--- src/rtl/reg_bank_pkg.sv ---
// Constants and types shared by the register bank and the blocks that read it over port B.
package reg_bank_pkg;

  localparam int unsigned ADDR_W   = 4;
  localparam int unsigned DATA_W   = 8;
  localparam int unsigned NUM_REGS = 16;

  typedef enum logic [1:0] {
    StIdle,
    StIssue,
    StDrain
  } scanStateE;

endpackage

--- src/rtl/reg_bank_out_fifo.sv ---
// Synchronous FIFO with registered read data and an occupancy count.
// A push into a full FIFO is only accepted together with a pop; a pop from an empty FIFO is ignored.
module reg_bank_out_fifo #(
  parameter int unsigned Width = 12,
  parameter int unsigned Depth = 4,
  localparam int unsigned PtrW = (Depth > 1) ? $clog2(Depth) : 1,
  localparam int unsigned OccW = PtrW + 1
) (
  input  logic             clkI,
  input  logic             rstNI,
  input  logic             pushI,
  input  logic [Width-1:0] pushDataI,
  input  logic             popI,
  output logic [Width-1:0] popDataO,
  output logic             emptyO,
  output logic [OccW-1:0]  occupancyO
);

  logic [Width-1:0] memQ [Depth];
  logic [PtrW-1:0]  wrPtrQ, rdPtrQ;
  logic [OccW-1:0]  occQ;
  logic             full;
  logic             wrEn, rdEn;

  assign emptyO     = (occQ == '0);
  assign full       = (occQ == OccW'(Depth));
  assign rdEn       = popI && !emptyO;
  assign wrEn       = pushI && (!full || rdEn);
  assign popDataO   = memQ[rdPtrQ];
  assign occupancyO = occQ;

  always_ff @(posedge clkI or negedge rstNI) begin
    if (!rstNI) begin
      for (int i = 0; i < Depth; i++) begin
        memQ[i] <= '0;
      end
      wrPtrQ <= '0;
      rdPtrQ <= '0;
      occQ   <= '0;
    end else begin
      if (wrEn) begin
        memQ[wrPtrQ] <= pushDataI;
        wrPtrQ       <= wrPtrQ + PtrW'(1);
      end
      if (rdEn) begin
        rdPtrQ <= rdPtrQ + PtrW'(1);
      end
      if (wrEn && !rdEn) begin
        occQ <= occQ + OccW'(1);
      end else if (!wrEn && rdEn) begin
        occQ <= occQ - OccW'(1);
      end
    end
  end

endmodule

--- src/rtl/reg_bank_scan_reader.sv ---
// Scans a run of bank registers over port B and streams (address, data) pairs out through a FIFO,
// keeping a running byte sum of what was delivered.
module reg_bank_scan_reader #(
  parameter int unsigned ADDR_W     = reg_bank_pkg::ADDR_W,
  parameter int unsigned DATA_W     = reg_bank_pkg::DATA_W,
  parameter int unsigned READ_LAT   = 1,
  parameter int unsigned FIFO_DEPTH = 4
) (
  input  logic              CLKB,
  input  logic              RSTN,
  input  logic              start,
  input  logic [ADDR_W-1:0] base_addr,
  input  logic [ADDR_W:0]   count,
  output logic [ADDR_W-1:0] addrB,
  input  logic [DATA_W-1:0] data_outB,
  output logic [DATA_W-1:0] out_data,
  output logic [ADDR_W-1:0] out_addr,
  output logic              out_valid,
  input  logic              out_ready,
  output logic              busy,
  output logic              done,
  output logic [DATA_W-1:0] sum
);

  import reg_bank_pkg::scanStateE;
  import reg_bank_pkg::StIdle;
  import reg_bank_pkg::StIssue;
  import reg_bank_pkg::StDrain;

  localparam int unsigned PtrW = (FIFO_DEPTH > 1) ? $clog2(FIFO_DEPTH) : 1;
  localparam int unsigned OccW = PtrW + 1;
  localparam int unsigned CntW = $clog2(FIFO_DEPTH + READ_LAT + 2) + 1;
  localparam int unsigned FifoW = DATA_W + ADDR_W;

  scanStateE stateQ, stateD;

  logic [ADDR_W-1:0] nextAddrQ;
  logic [ADDR_W:0]   issueLeftQ, outLeftQ;
  logic [DATA_W-1:0] sumQ;
  logic              doneQ;

  // Stage 0 is the cycle addrB presents the address; stage READ_LAT is the capture cycle.
  logic              pipeValidQ [READ_LAT+1];
  logic [ADDR_W-1:0] pipeAddrQ  [READ_LAT+1];

  logic              accept, xfer, lastXfer, lastIssue, issue;
  logic [CntW-1:0]   inFlight;
  logic [OccW-1:0]   fifoOcc;
  logic              fifoEmpty;
  logic [FifoW-1:0]  fifoData;

  assign accept    = start && (stateQ == StIdle);
  assign xfer      = out_valid && out_ready;
  assign lastXfer  = xfer && (outLeftQ == (ADDR_W+1)'(1));
  assign lastIssue = issue && (issueLeftQ == (ADDR_W+1)'(1));

  always_comb begin
    inFlight = '0;
    for (int i = 0; i <= READ_LAT; i++) begin
      inFlight = inFlight + CntW'(pipeValidQ[i]);
    end
  end

  // FSM: state register
  always_ff @(posedge CLKB or negedge RSTN) begin
    if (!RSTN) begin
      stateQ <= StIdle;
    end else begin
      stateQ <= stateD;
    end
  end

  // FSM: next state
  always_comb begin
    stateD = stateQ;
    unique case (stateQ)
      StIdle:  if (accept && (count != '0)) stateD = StIssue;
      StIssue: if (lastIssue) stateD = StDrain;
      StDrain: if (lastXfer) stateD = StIdle;
      default: stateD = StIdle;
    endcase
  end

  // FSM: outputs; reserve FIFO space for every read already on its way.
  always_comb begin
    busy  = 1'b0;
    issue = 1'b0;
    unique case (stateQ)
      StIdle:  busy = 1'b0;
      StIssue: begin
        busy  = 1'b1;
        issue = ((CntW'(fifoOcc) + inFlight) < CntW'(FIFO_DEPTH));
      end
      StDrain: busy = 1'b1;
      default: busy = 1'b0;
    endcase
  end

  always_ff @(posedge CLKB or negedge RSTN) begin
    if (!RSTN) begin
      nextAddrQ  <= '0;
      issueLeftQ <= '0;
      outLeftQ   <= '0;
      sumQ       <= '0;
      doneQ      <= 1'b0;
    end else begin
      doneQ <= lastXfer || (accept && (count == '0));
      if (accept) begin
        nextAddrQ  <= base_addr;
        issueLeftQ <= count;
        outLeftQ   <= count;
        sumQ       <= '0;
      end else begin
        if (issue) begin
          nextAddrQ  <= nextAddrQ + ADDR_W'(1);
          issueLeftQ <= issueLeftQ - (ADDR_W+1)'(1);
        end
        if (xfer) begin
          outLeftQ <= outLeftQ - (ADDR_W+1)'(1);
          sumQ     <= sumQ + out_data;
        end
      end
    end
  end

  always_ff @(posedge CLKB or negedge RSTN) begin
    if (!RSTN) begin
      for (int i = 0; i <= READ_LAT; i++) begin
        pipeValidQ[i] <= 1'b0;
        pipeAddrQ[i]  <= '0;
      end
    end else begin
      pipeValidQ[0] <= issue;
      if (issue) begin
        pipeAddrQ[0] <= nextAddrQ;
      end
      for (int i = 1; i <= READ_LAT; i++) begin
        pipeValidQ[i] <= pipeValidQ[i-1];
        pipeAddrQ[i]  <= pipeAddrQ[i-1];
      end
    end
  end

  reg_bank_out_fifo #(
    .Width (FifoW),
    .Depth (FIFO_DEPTH)
  ) uOutFifo (
    .clkI       (CLKB),
    .rstNI      (RSTN),
    .pushI      (pipeValidQ[READ_LAT]),
    .pushDataI  ({pipeAddrQ[READ_LAT], data_outB}),
    .popI       (xfer),
    .popDataO   (fifoData),
    .emptyO     (fifoEmpty),
    .occupancyO (fifoOcc)
  );

  assign addrB     = pipeAddrQ[0];
  assign out_valid = !fifoEmpty;
  assign out_addr  = fifoData[FifoW-1:DATA_W];
  assign out_data  = fifoData[DATA_W-1:0];
  assign done      = doneQ;
  assign sum       = sumQ;

endmodule

--- config.mk ---
export PLATFORM = sky130hd
export DESIGN_NAME = reg_bank_scan_reader
export DESIGN_NICKNAME = d
export VERILOG_FILES = /design/src/rtl/reg_bank_pkg.sv /design/src/rtl/reg_bank_out_fifo.sv /design/src/rtl/reg_bank_scan_reader.sv
export SDC_FILE = /design/constraint.sdc
export NUM_CORES = 1
export LEC_CHECK = 0
export CAP_MARGIN = 15
export CORE_MARGIN = 2
export CORE_UTILIZATION = 61
export DETAILED_ROUTE_END_ITERATION = 8
export PLACE_DENSITY = 0.85
export SETUP_SLACK_MARGIN = 0.15
export SLEW_MARGIN = 20
export SYNTH_ARGS = -nofsm -noshare
export SYNTH_HDL_FRONTEND = slang
export SYNTH_SLANG_ARGS = --single-unit
--- constraint.sdc ---
create_clock -name CLKB -period 8.6 [get_ports CLKB]
set_clock_uncertainty 0.05 [all_clocks]
set_input_delay 1.72 -clock CLKB [delete_from_list [all_inputs] [get_ports CLKB]]
set_output_delay 1.72 -clock CLKB [all_outputs]
set_load 0.02 [all_outputs]
==> summary.md, run 1 <==
| Metric | Value |
|---|---|
| Routed wirelength normalized by instance count | 17.76 um |
| Area grow syn2layout | 16.11% |
| Port Buffers | 47 |
| Tmin final | 4278 ps |
| # diodes | 0 |
| Multiplexer share of the synthesized area | 20.58% |
| Maximum operating frequency | 0.2337 GHz |
| Setup Crit Path Kind | reg2out |
| XOR/XNOR Fraction of Synth Area | 3.813% |
| Adder and majority gate portion of the synthesized area | 7.225% |
| Top delay family on crit path | flip-flops |
| CTS buffer count | 9 |
| Global-route wire length before repair | 14290 um |
| Die Ht | 88.59 um |
| Antenna-violating nets left | 0 |
| PnR worst setup slack | 4322 ps |
| Worst-path fanout max | 14 |
| Syn Nets | 385 |
| Avg Inst Size Synth | 12.84 um^2 |
| Largest family of logic cells by synthesized area | multiplexers |
| Die Wd | 88.59 um |
| Register Area | 2252 um^2 |
| Max_slew headroom | 40.12% |
| Unique masters post-synth | 45 |
| Antenna violations before repair | 0 |
| Core Box Area | 6869 um^2 |
| Startpoint Class | flip-flop |
| Starting density of the core | 63.53% |
| 1st-iter DRT viols | 169 |
| CTS tree | done |
| Pin count of the biggest net entering global routing | 91 |
| RSZ-0062 raised after global routing | false |
| Status | completed |
| Mapped Area | 4364 um^2 |
| P per Cell Area | 425.5 nW/um^2 |
| Ys Warns | 0 |
| Crit path buffers/inverters | 1 |
| Total negative slack | 0 ps |
| Via count | 2777 |
| #FFs+latches synth | 90 |
| Crit path DAT | 2510 ps |
| Max stage delay on crit path | 940 ps |
| Die ar. | 7847 um^2 |
| Post-CTS Setup Bufs | 0 |
| Vias in the first global route | 2853 |
| Critical path's slowest cell | dfrtp_1 |
| Clock slew at reported path FFs | 80 ps |
| Static Leak | 0.002183 uW |
| Worst vdd ir | 0.2222 mV |
| Final #Nets | 424 |
| Max-cap violation count | 0 |
| Actual slew at the worst max-slew pin | 898.2 ps |
| Register area share after synthesis | 51.61% |
| CTS H-tree lvls | 3 |
| Top Ports | 48 |
| Fin crit share | 49.75% |
| Area of the multi-input gates | 1973 um^2 |
| Dpl hpwl | 5842 um |
| Worst path cell trace | mux4_2 -> clkdlybuf4s50_1 |
| Maximum clock path buffer count | 2 |
| Post-Synth Simple-Gate Area | 6.823% |
| Worst Hold Class | reg2reg |
| Post-Synthesis Cells | 340 |
| Share of post-route cells with drive strength above 1 | 22.40% |
| Cts hold-fix bufs | 0 |
| DRC | 0 |
| Post_cts resized | 0 |
| Drt first pass iters | 4 |
| Total gr overflow | 0 |
| Final setup viols | 0 |
| Fillers | 471 |
| Place WS | 4584 ps |
| Vias/cell | 5.785 |
| Clk sinks | 90 |
| Clock Latency Late Sink | 350 ps |
| Post-synthesis compound-gate area fraction | 6.766% |
| Required @ worst endpoint | 6830 ps |
| Max Slew Vio Count | 0 |
| Routability Congestion | 0.7665 |
| WHS | 341.0 ps |
| Final hold violation count | 0 |
| FP Rows | 30 |
| Drt total wl | 8527 um |
| CP endpoint kind | output port |
| Root Driver | clkbuf_8 |
| Global-route total usage across every layer | 24.51% |
[cells in the final DEF (no fill, tap or decap), drive strengths merged, types with 11 or more instances in the layout]
master and instances:
dfrtp 90, mux2 54, clkdlybuf4s50 46, nand2 28, ha 22, a21oi 19, mux4 12, nor2 12
inv 12, clkbuf 12, o21ai 11, xnor2 11
[final timing paths]
check | depth (start not counted) | slack [ps] | startpoint | end
max reg2reg | 7 | 5120 | uOutFifo.rdPtrQ[0] | sum[7]
min | 0 | 340 | pipeValidQ[1] | pipeValidQ[0]
max in group asynchronous | 1 | 6590 | RSTN | uOutFifo.memQ[16]
max | 2 | 4320 | uOutFifo.rdPtrQ[0] | out_data[7]
min in group asynchronous | 1 | 1370 | RSTN | uOutFifo.memQ[14]
min reg2reg | 0 | 340 | pipeValidQ[1] | pipeValidQ[0]
[flip-flops by register name (all words and copies together) (netlist names)]
| register | cells |
|---|---|
| done | 1 |
| uOutFifo.wrPtrQ | 2 |
| outLeftQ | 5 |
| stateQ | 2 |
| sum | 8 |
| pipeAddrQ | 4 |
| addrB | 4 |
| issueLeftQ | 5 |
| nextAddrQ | 4 |
| uOutFifo.rdPtrQ | 2 |
| pipeValidQ | 2 |
| uOutFifo.occupancyO | 3 |
| uOutFifo.memQ | 48 |
[synthesized netlist by cell type, drive strengths merged]
| cell type | n | share of area (%) |
|---|---|---|
| o41ai | 1 | 0.20 |
| inv | 12 | 1.0 |
| o211a | 1 | 0.23 |
| a21oi | 19 | 2.3 |
| dfrtp | 90 | 52 |
| a21o | 2 | 0.34 |
| o21ai | 11 | 1.3 |
| clkbuf | 7 | 0.60 |
| mux2 | 54 | 14 |
| or4 | 2 | 0.43 |
| nand2 | 28 | 2.4 |
| nand3 | 3 | 0.34 |
| xnor2 | 11 | 2.2 |
| o31a | 1 | 0.20 |
| ha | 22 | 6.3 |
| and2 | 3 | 0.49 |
| nor2 | 12 | 1.0 |
| a211o | 1 | 0.20 |
| a22o | 1 | 0.20 |
| fa | 2 | 0.92 |
| xor2 | 8 | 1.6 |
| o21bai | 2 | 0.34 |
| o41a | 1 | 0.26 |
| nor4 | 2 | 0.29 |
| o211ai | 1 | 0.17 |
| a211oi | 3 | 0.52 |
| nand4b | 2 | 0.40 |
| nor3 | 3 | 0.34 |
| nor4b | 2 | 0.40 |
| or3 | 1 | 0.26 |
| mux2i | 2 | 0.46 |
| nand2b | 2 | 0.29 |
| nand4 | 1 | 0.14 |
| o31ai | 1 | 0.17 |
| o22a | 1 | 0.20 |
| mux4 | 12 | 6.2 |
| o311ai | 1 | 0.20 |
| buf | 12 | 1.5 |
[cell type report]
cell class | instances | area share (%)
Tap cell | 96 | 2.370
Clock inverter | 4 | 0.9877
Inverter | 12 | 0.8889
Timing Repair Buffer | 47 | 9.309
Clock buffer | 12 | 3.062
Multi-Input combinational cell | 219 | 38.94
Sequential cell | 90 | 44.44
[cell families (layout without fill, tap and decap cells)]
logic type               count (synthesis)  after routing
adder cells (fa/ha/maj)                 24             24
XOR/XNOR                                19             19
flip-flops                              90             90
AO/OA/AOI/OAI                           47             47
buffers and inverters                   31             75
multiplexers                            68             68
AND/OR/NAND/NOR                         61             61
[through the flow]
| stage | util, % | power (uW) | std cells | instance area (um^2) |
|---|---|---|---|---|
| detailed placement | 70.73 | 1865 | 464 | 4858 |
| global route | 73.77 | 2312 | 480 | 5067 |
| CTS | 73.72 | 2169 | 480 | 5064 |
| floorplan | - | 1525 | 340 | 4364 |
| finish | 73.77 | 2156 | 480 | 5067 |
| global placement | 70.73 | 1822 | 464 | 4858 |
[routing by layer]
layer,vias up,wire length (um),global-route usage [%]
li1,1278,-,-
met1,1424,3749,34.61
met2,61,4263,38.55
met3,14,392,5.131
met4,0,121,8.264
met5,-,0,0
[where the power goes]
group / leakage [uW] / total (uW) / switching [uW] / internal, uW
Sequential: 0.00109 / 802 / 174 / 628
Clock: 0.0000986 / 294 / 144 / 150
Combinational: 0.000996 / 1060 / 501 / 560
Power figures use the tool's default switching activity.
==> inputs of run 2 (changes only) <==
Settings changed: CORE_UTILIZATION 61 to 56, PLACE_DENSITY 0.85 to 0.79.
Clock period 8.6 ns to 4.18 ns, I/O delays scaled along.
==> summary.md, run 2 (same netlist as run 1, synthesis figures left out) <==
| Metric | Value |
|---|---|
| Status | completed |
| Cts hold-fix bufs | 0 (unchanged) |
| Max-cap violation count | 0 (unchanged) |
| CTS tree | done |
| Worst Hold Class | reg2reg |
| Max Slew Vio Count | 0 (unchanged) |
| Startpoint Class | flip-flop |
| Pin count of the biggest net entering global routing | 82 (-9.9%) |
| Hold depth | 0 (unchanged) |
| Antenna violations before repair | 0 (unchanged) |
| Die ar. | 8516 um^2 (+8.5%) |
| Port Buffers | 47 (unchanged) |
| Root Driver | clkbuf_8 |
| Most frequent cells in the layout | 90 x dfrtp_1, 53 x mux2_2, 46 x clkdlybuf4s50_1, 28 x nand2_1, 22 x ha_1 |
| Crit path DAT | 2390 ps (-120 ps) |
| Clock Latency Late Sink | 360 ps (about the same) |
| Area post-placement | 4881 um^2 (+0.46%) |
| Clock Power Share | 12.0% (-1.6 points) |
| Top Ports | 48 (unchanged) |
| Tmin final | 3276 ps |
| Clock slew at reported path FFs | 80 ps (about the same) |
| CTS buffer count | 9 (unchanged) |
| Vias/cell | 5.630 (-2.7%) |
| Switch share | 38.42% (+0.45 points) |
| Int Power | 2675 uW (+100%) |
| Static Leak | 0.002178 uW (-0.25%) |
| Final Instance Area | 5047 um^2 (-0.40%) |
| Global-route total usage across every layer | 22.09% (-2.4 points) |
| Hold Path End | pipeValidQ[0] |
| CTS H-tree lvls | 3 (unchanged) |
| Drt total wl | 8381 um (-1.7%) |
| Total gr overflow | 0 (unchanged) |
| Maximum operating frequency | 0.3053 GHz |
| Final setup viols | 0 (unchanged) |
| Post-CTS Setup Bufs | 0 (unchanged) |
| P per Cell Area | 860.6 nW/um^2 (+100%) |
| Drt first pass iters | 4 (unchanged) |
| Dpl hpwl | 5837 um (about the same) |
| Worst vdd ir | 0.4257 mV (+92%) |
| Sw Pwr | 1669 uW (+100%) |
| Core Box Area | 7647 um^2 (+11%) |
| Gate power share | 50.6% (+1.4 points) |
| Reg-to-Reg Start | uOutFifo.rdPtrQ[0] |
| Routed wirelength normalized by instance count | 17.21 um (-3.1%) |
| FP Rows | 32 (+6.7%) |
| Worst Reg-to-Reg Cells | 8 (+1) |
| Die Ht | 92.28 um (+4.2%) |
| Sequential power share | 37.4% (+0.2 points) |
| Flop2flop setup slack | 1090 ps (-4030 ps) |
| Routability Congestion | 0.7466 (-2.6%) |
| Antenna-violating nets left | 0 (unchanged) |
| Actual slew at the worst max-slew pin | 724.8 ps (-173.4 ps) |
| RSZ-0062 raised after global routing | false |
| Final hold violation count | 0 (unchanged) |
| Total power draw | 4344 uW (+100%) |
| Die Wd | 92.28 um (+4.2%) |
| Leading cell type in the layout, fill and taps excluded | dfrtp_1 |
| Vias in the first global route | 2850 (-0.11%) |
| DRC | 0 (unchanged) |
| Critical hold path startpoint | pipeValidQ[1] |
| Setup Crit Path Kind | reg2out |
| # diodes | 0 (unchanged) |
| Fin crit share | 78.37% |
| Final #Nets | 426 (+0.47%) |
| Post_cts resized | 0 (unchanged) |
| Worst-path fanout max | 8 (-6) |
| Required @ worst endpoint | 3290 ps (-3540 ps) |
| Area grow syn2layout | 15.65% |
| Starting density of the core | 57.07% (-6.5 points) |
| Share of post-route cells with drive strength above 1 | 22.08% (-0.32 points) |
| Reg2reg end | sum[7] |
| CP endpoint kind | output port |
| Global-route wire length before repair | 14230 um (-0.43%) |
| Max FFs per register | 48 (unchanged) |
| Total negative slack | 0 ps (unchanged) |
| Maximum clock path buffer count | 2 (unchanged) |
| Max_slew headroom | 51.68% (+12 points) |
| 1st-iter DRT viols | 128 (-24%) |
| Via count | 2742 (-1.3%) |
| Clk sinks | 90 (unchanged) |
| Biggest register | uOutFifo.memQ |
-- run 2: cell types whose count changed in the layout (fill, tap and decap cells not counted), sizes merged --
| cell | delta |
|---|---|
| buf | +2 |
| clkinvlp | -2 |
| bufinv | -1 |
| clkbuf | +1 |
| clkinv | +1 |
-- run 2: power groups by stage --
stage	registers, uW	logic [uW]	clock network (uW)
3_5_place_dp	1640	2200	0
6_report	1620	2200	520
3_3_place_gp	1620	2130	0
4_1_cts	1620	2220	533
5_1_grt	1680	2400	574
2_1_floorplan	1540	1600	0
-- run 2: area by class of cell --
type                            count  area (um^2)
Fill cell                         578         2600
Sequential cell                    90         2252
Multi-Input combinational cell    219         1973
Timing Repair Buffer               49        486.7
Clock buffer                       13        148.9
Tap cell                          102        127.6
Inverter                           12        45.04
Clock inverter                      2        13.76
-- run 2: metal layers --
| metal | part of all wire, % | GRT usage [%] |
|---|---|---|
| met4 | 1.6 | 8.831 |
| met3 | 3.4 | 5.341 |
| met2 | 48 | 34.01 |
| met1 | 47 | 30.52 |
| met5 | 0 | 0 |
-- run 2: how the worst max path moves through the flow --
stage                       start  cells after the start           to
6_report       uOutFifo.rdPtrQ[0]                      3  out_data[4]
5_1_grt        uOutFifo.rdPtrQ[0]                      3  out_data[4]
4_1_cts        uOutFifo.rdPtrQ[0]                      3  out_data[4]
3_5_place_dp            out_ready                      7    stateQ[0]
3_3_place_gp            out_ready                      7    stateQ[0]
2_1_floorplan  uOutFifo.rdPtrQ[0]                      9       sum[7]
-- run 2: worst max-delay path: stages, from the launching register on --
cell,delay (ps)
dfrtp_1,610
buf_4,290
mux4_2,560
clkdlybuf4s50_1,580
-- run 2: metrics by stage --
step / instances / setup WS (ps) / hold WS [ps] / util [%]
floorplan: 340 / 1087 / 309.7 / -
global placement: 472 / 1073 / 319.0 / 63.83
detailed placement: 472 / 1036 / 322.7 / 63.83
CTS: 487 / 835.9 / 341.0 / 65.95
global route: 487 / 737.8 / 349.9 / 66.00
finish: 487 / 904.2 / 346.8 / 66.00
==> inputs of run 3 (changes only) <==
Clock period 4.18 ns to 3.3 ns, I/O delays scaled along.
==> summary.md, run 3 (same netlist as run 1, synthesis figures left out) <==
| Metric | Value |
|---|---|
| Post_cts resized | 0 (unchanged) |
| Met1 usage | 30.21% (-0.31 points) |
| Starting density of the core | 57.07% (unchanged) |
| Worst vdd ir | 0.5982 mV (+41%) |
| Drt first pass iters | 4 (unchanged) |
| Vias/cell | 5.649 (+0.33%) |
| Dpl hpwl | 5974 um (+2.4%) |
| Worst Hold Class | in2async |
| Required @ worst endpoint | 3470 ps (+180 ps) |
| Final #Nets | 428 (+0.47%) |
| Final setup viols | 0 (unchanged) |
| Total negative slack | 0 ps (unchanged) |
| Drt total wl | 8432 um (+0.61%) |
| Actual slew at the worst max-slew pin | 800.8 ps (+76.04 ps) |
| Met3 GRT Util | 4.519% (-0.82 points) |
| Clock Latency Late Sink | 350 ps (about the same) |
| Area grow syn2layout | 17.37% |
| Total gr overflow | 0 (unchanged) |
| # diodes | 0 (unchanged) |
| Fillers | 540 (-6.6%) |
| 1st-iter DRT viols | 131 (+2.3%) |
| P per Cell Area | 1107 nW/um^2 (+29%) |
| Status | completed |
| Via count | 2768 (+0.95%) |
| Die Wd | 92.28 um (unchanged) |
| Startpoint Class | flip-flop |
| Die ar. | 8516 um^2 (unchanged) |
| Non-filler cells, final | 490 (+0.62%) |
| Maximum clock path buffer count | 2 (unchanged) |
| Cts hold-fix bufs | 0 (unchanged) |
| Reg-to-Reg Start | uOutFifo.rdPtrQ[0] |
| Vias in the first global route | 2940 (+3.2%) |
| Max-cap violation count | 0 (unchanged) |
| Setup Crit Path Kind | reg2reg |
| Crit path DAT | 3040 ps (+650 ps) |
| Biggest register | uOutFifo.memQ |
| CTS H-tree lvls | 3 (unchanged) |
| Most frequent cells in the layout | 90 x dfrtp_1, 53 x mux2_2, 46 x clkdlybuf4s50_1, 28 x nand2_1, 22 x ha_1 |
| Antenna-violating nets left | 0 (unchanged) |
| Die Ht | 92.28 um (unchanged) |
| Worst-path fanout max | 12 (+4) |
| Max_slew headroom | 46.61% (-5.1 points) |
| Tmin final | 2866 ps |
| Max Slew Vio Count | 0 (unchanged) |
| Share of post-route cells with drive strength above 1 | 23.45% (+1.4 points) |
| Reg2reg end | sum[7] |
| Global-route total usage across every layer | 22.20% (+0.11 points) |
| Routed wirelength normalized by instance count | 17.21 um (about the same) |
| Max FFs per register | 48 (unchanged) |
| Static Leak | 0.002212 uW (+1.6%) |
| GRT met2 Usage | 36.15% (+2.1 points) |
| Core Box Area | 7647 um^2 (unchanged) |
| FP Rows | 32 (unchanged) |
| DRC | 0 (unchanged) |
| Clk sinks | 90 (unchanged) |
| Final hold violation count | 0 (unchanged) |
| Worst Reg-to-Reg Cells | 8 (unchanged) |
| Pin count of the biggest net entering global routing | 91 (+11%) |
| Flop2flop setup slack | 430 ps (-660 ps) |
| Routability Congestion | 0.7755 (+3.9%) |
| # placed instances | 474 (+0.42%) |
| RSZ-0062 raised after global routing | false |
| Leading cell type in the layout, fill and taps excluded | dfrtp_1 |
| Post-CTS Setup Bufs | 0 (unchanged) |
| Global-route wire length before repair | 14530 um (+2.1%) |
| CTS tree | done |
| Clock slew at reported path FFs | 90 ps (about the same) |
| CP endpoint kind | flip-flop |
| Fin crit share | 86.85% |
| Grt peak-use layer | met2 |
| Antenna violations before repair | 0 (unchanged) |
| CTS buffer count | 9 (unchanged) |
| Root Driver | clkbuf_8 |
| Top Ports | 48 (unchanged) |
| Port Buffers | 47 (unchanged) |
| Maximum operating frequency | 0.3489 GHz |
-- run 3: cell count changes in the layout (fill, tap and decap cells not counted), sizes merged --
| cell | delta |
|---|---|
| inv | +2 |
| buf | +2 |
| clkinvlp | +1 |
| bufinv | +1 |
| clkbuf | -3 |
-- run 3: layer usage --
layer	vias up	part of all wire, %	routed length [um]
met4	0	1.7	141
met1	1413	45	3805
met3	14	4.2	352
li1	1283	-	-
met5	-	0	0
met2	58	49	4132
-- run 3: worst max-delay path by stage --
stage | from | endpoint | slack, ps | cells past startpoint
after floorplan | uOutFifo.rdPtrQ[0] | sum[7] | 210 | 9
after global placement | uOutFifo.rdPtrQ[0] | sum[7] | 500 | 8
after detailed placement | uOutFifo.rdPtrQ[0] | sum[7] | 470 | 8
after CTS | uOutFifo.rdPtrQ[0] | sum[7] | 430 | 8
after global routing | uOutFifo.rdPtrQ[0] | sum[7] | 190 | 8
final | uOutFifo.rdPtrQ[0] | sum[7] | 430 | 8
-- run 3: cell type report --
cell class | count | area (um^2) | share of cell area (%)
Timing Repair Buffer | 51 | 514.2 | 10.04
Clock buffer | 10 | 137.6 | 2.687
Sequential cell | 90 | 2252 | 43.97
Tap cell | 102 | 127.6 | 2.491
Multi-Input combinational cell | 219 | 1973 | 38.52
Clock inverter | 6 | 72.57 | 1.417
Inverter | 12 | 45.04 | 0.8793
-- run 3: where the power goes --
group	switching [uW]	total, uW	internal, uW
clock	407	786	379
combinational	1350	2840	1490
sequential	401	2040	1640
-- run 3: worst max-delay path: stages (launching register included) --
cell      delay (ps)
dfrtp_1          450
buf_12           190
mux4_2           530
ha_1             370
o21ai_0          140
nor4b_1          430
nor4_1           120
o311ai_0         330
o41ai_1          120
-- run 3: per-stage QoR --
step	cell area, um^2	total power [uW]	hold slack [ps]	utilization (%)	setup WS, ps
2_1_floorplan	4364	3974	309.7	-	206.7
3_3_place_gp	4908	4805	319.6	64.19	500.8
3_5_place_dp	4908	4919	327.4	64.19	468.0
4_1_cts	5119	5717	351.1	66.93	432.3
5_1_grt	5122	6098	357.7	66.98	192.4
6_report	5122	5670	297.0	66.98	434.1
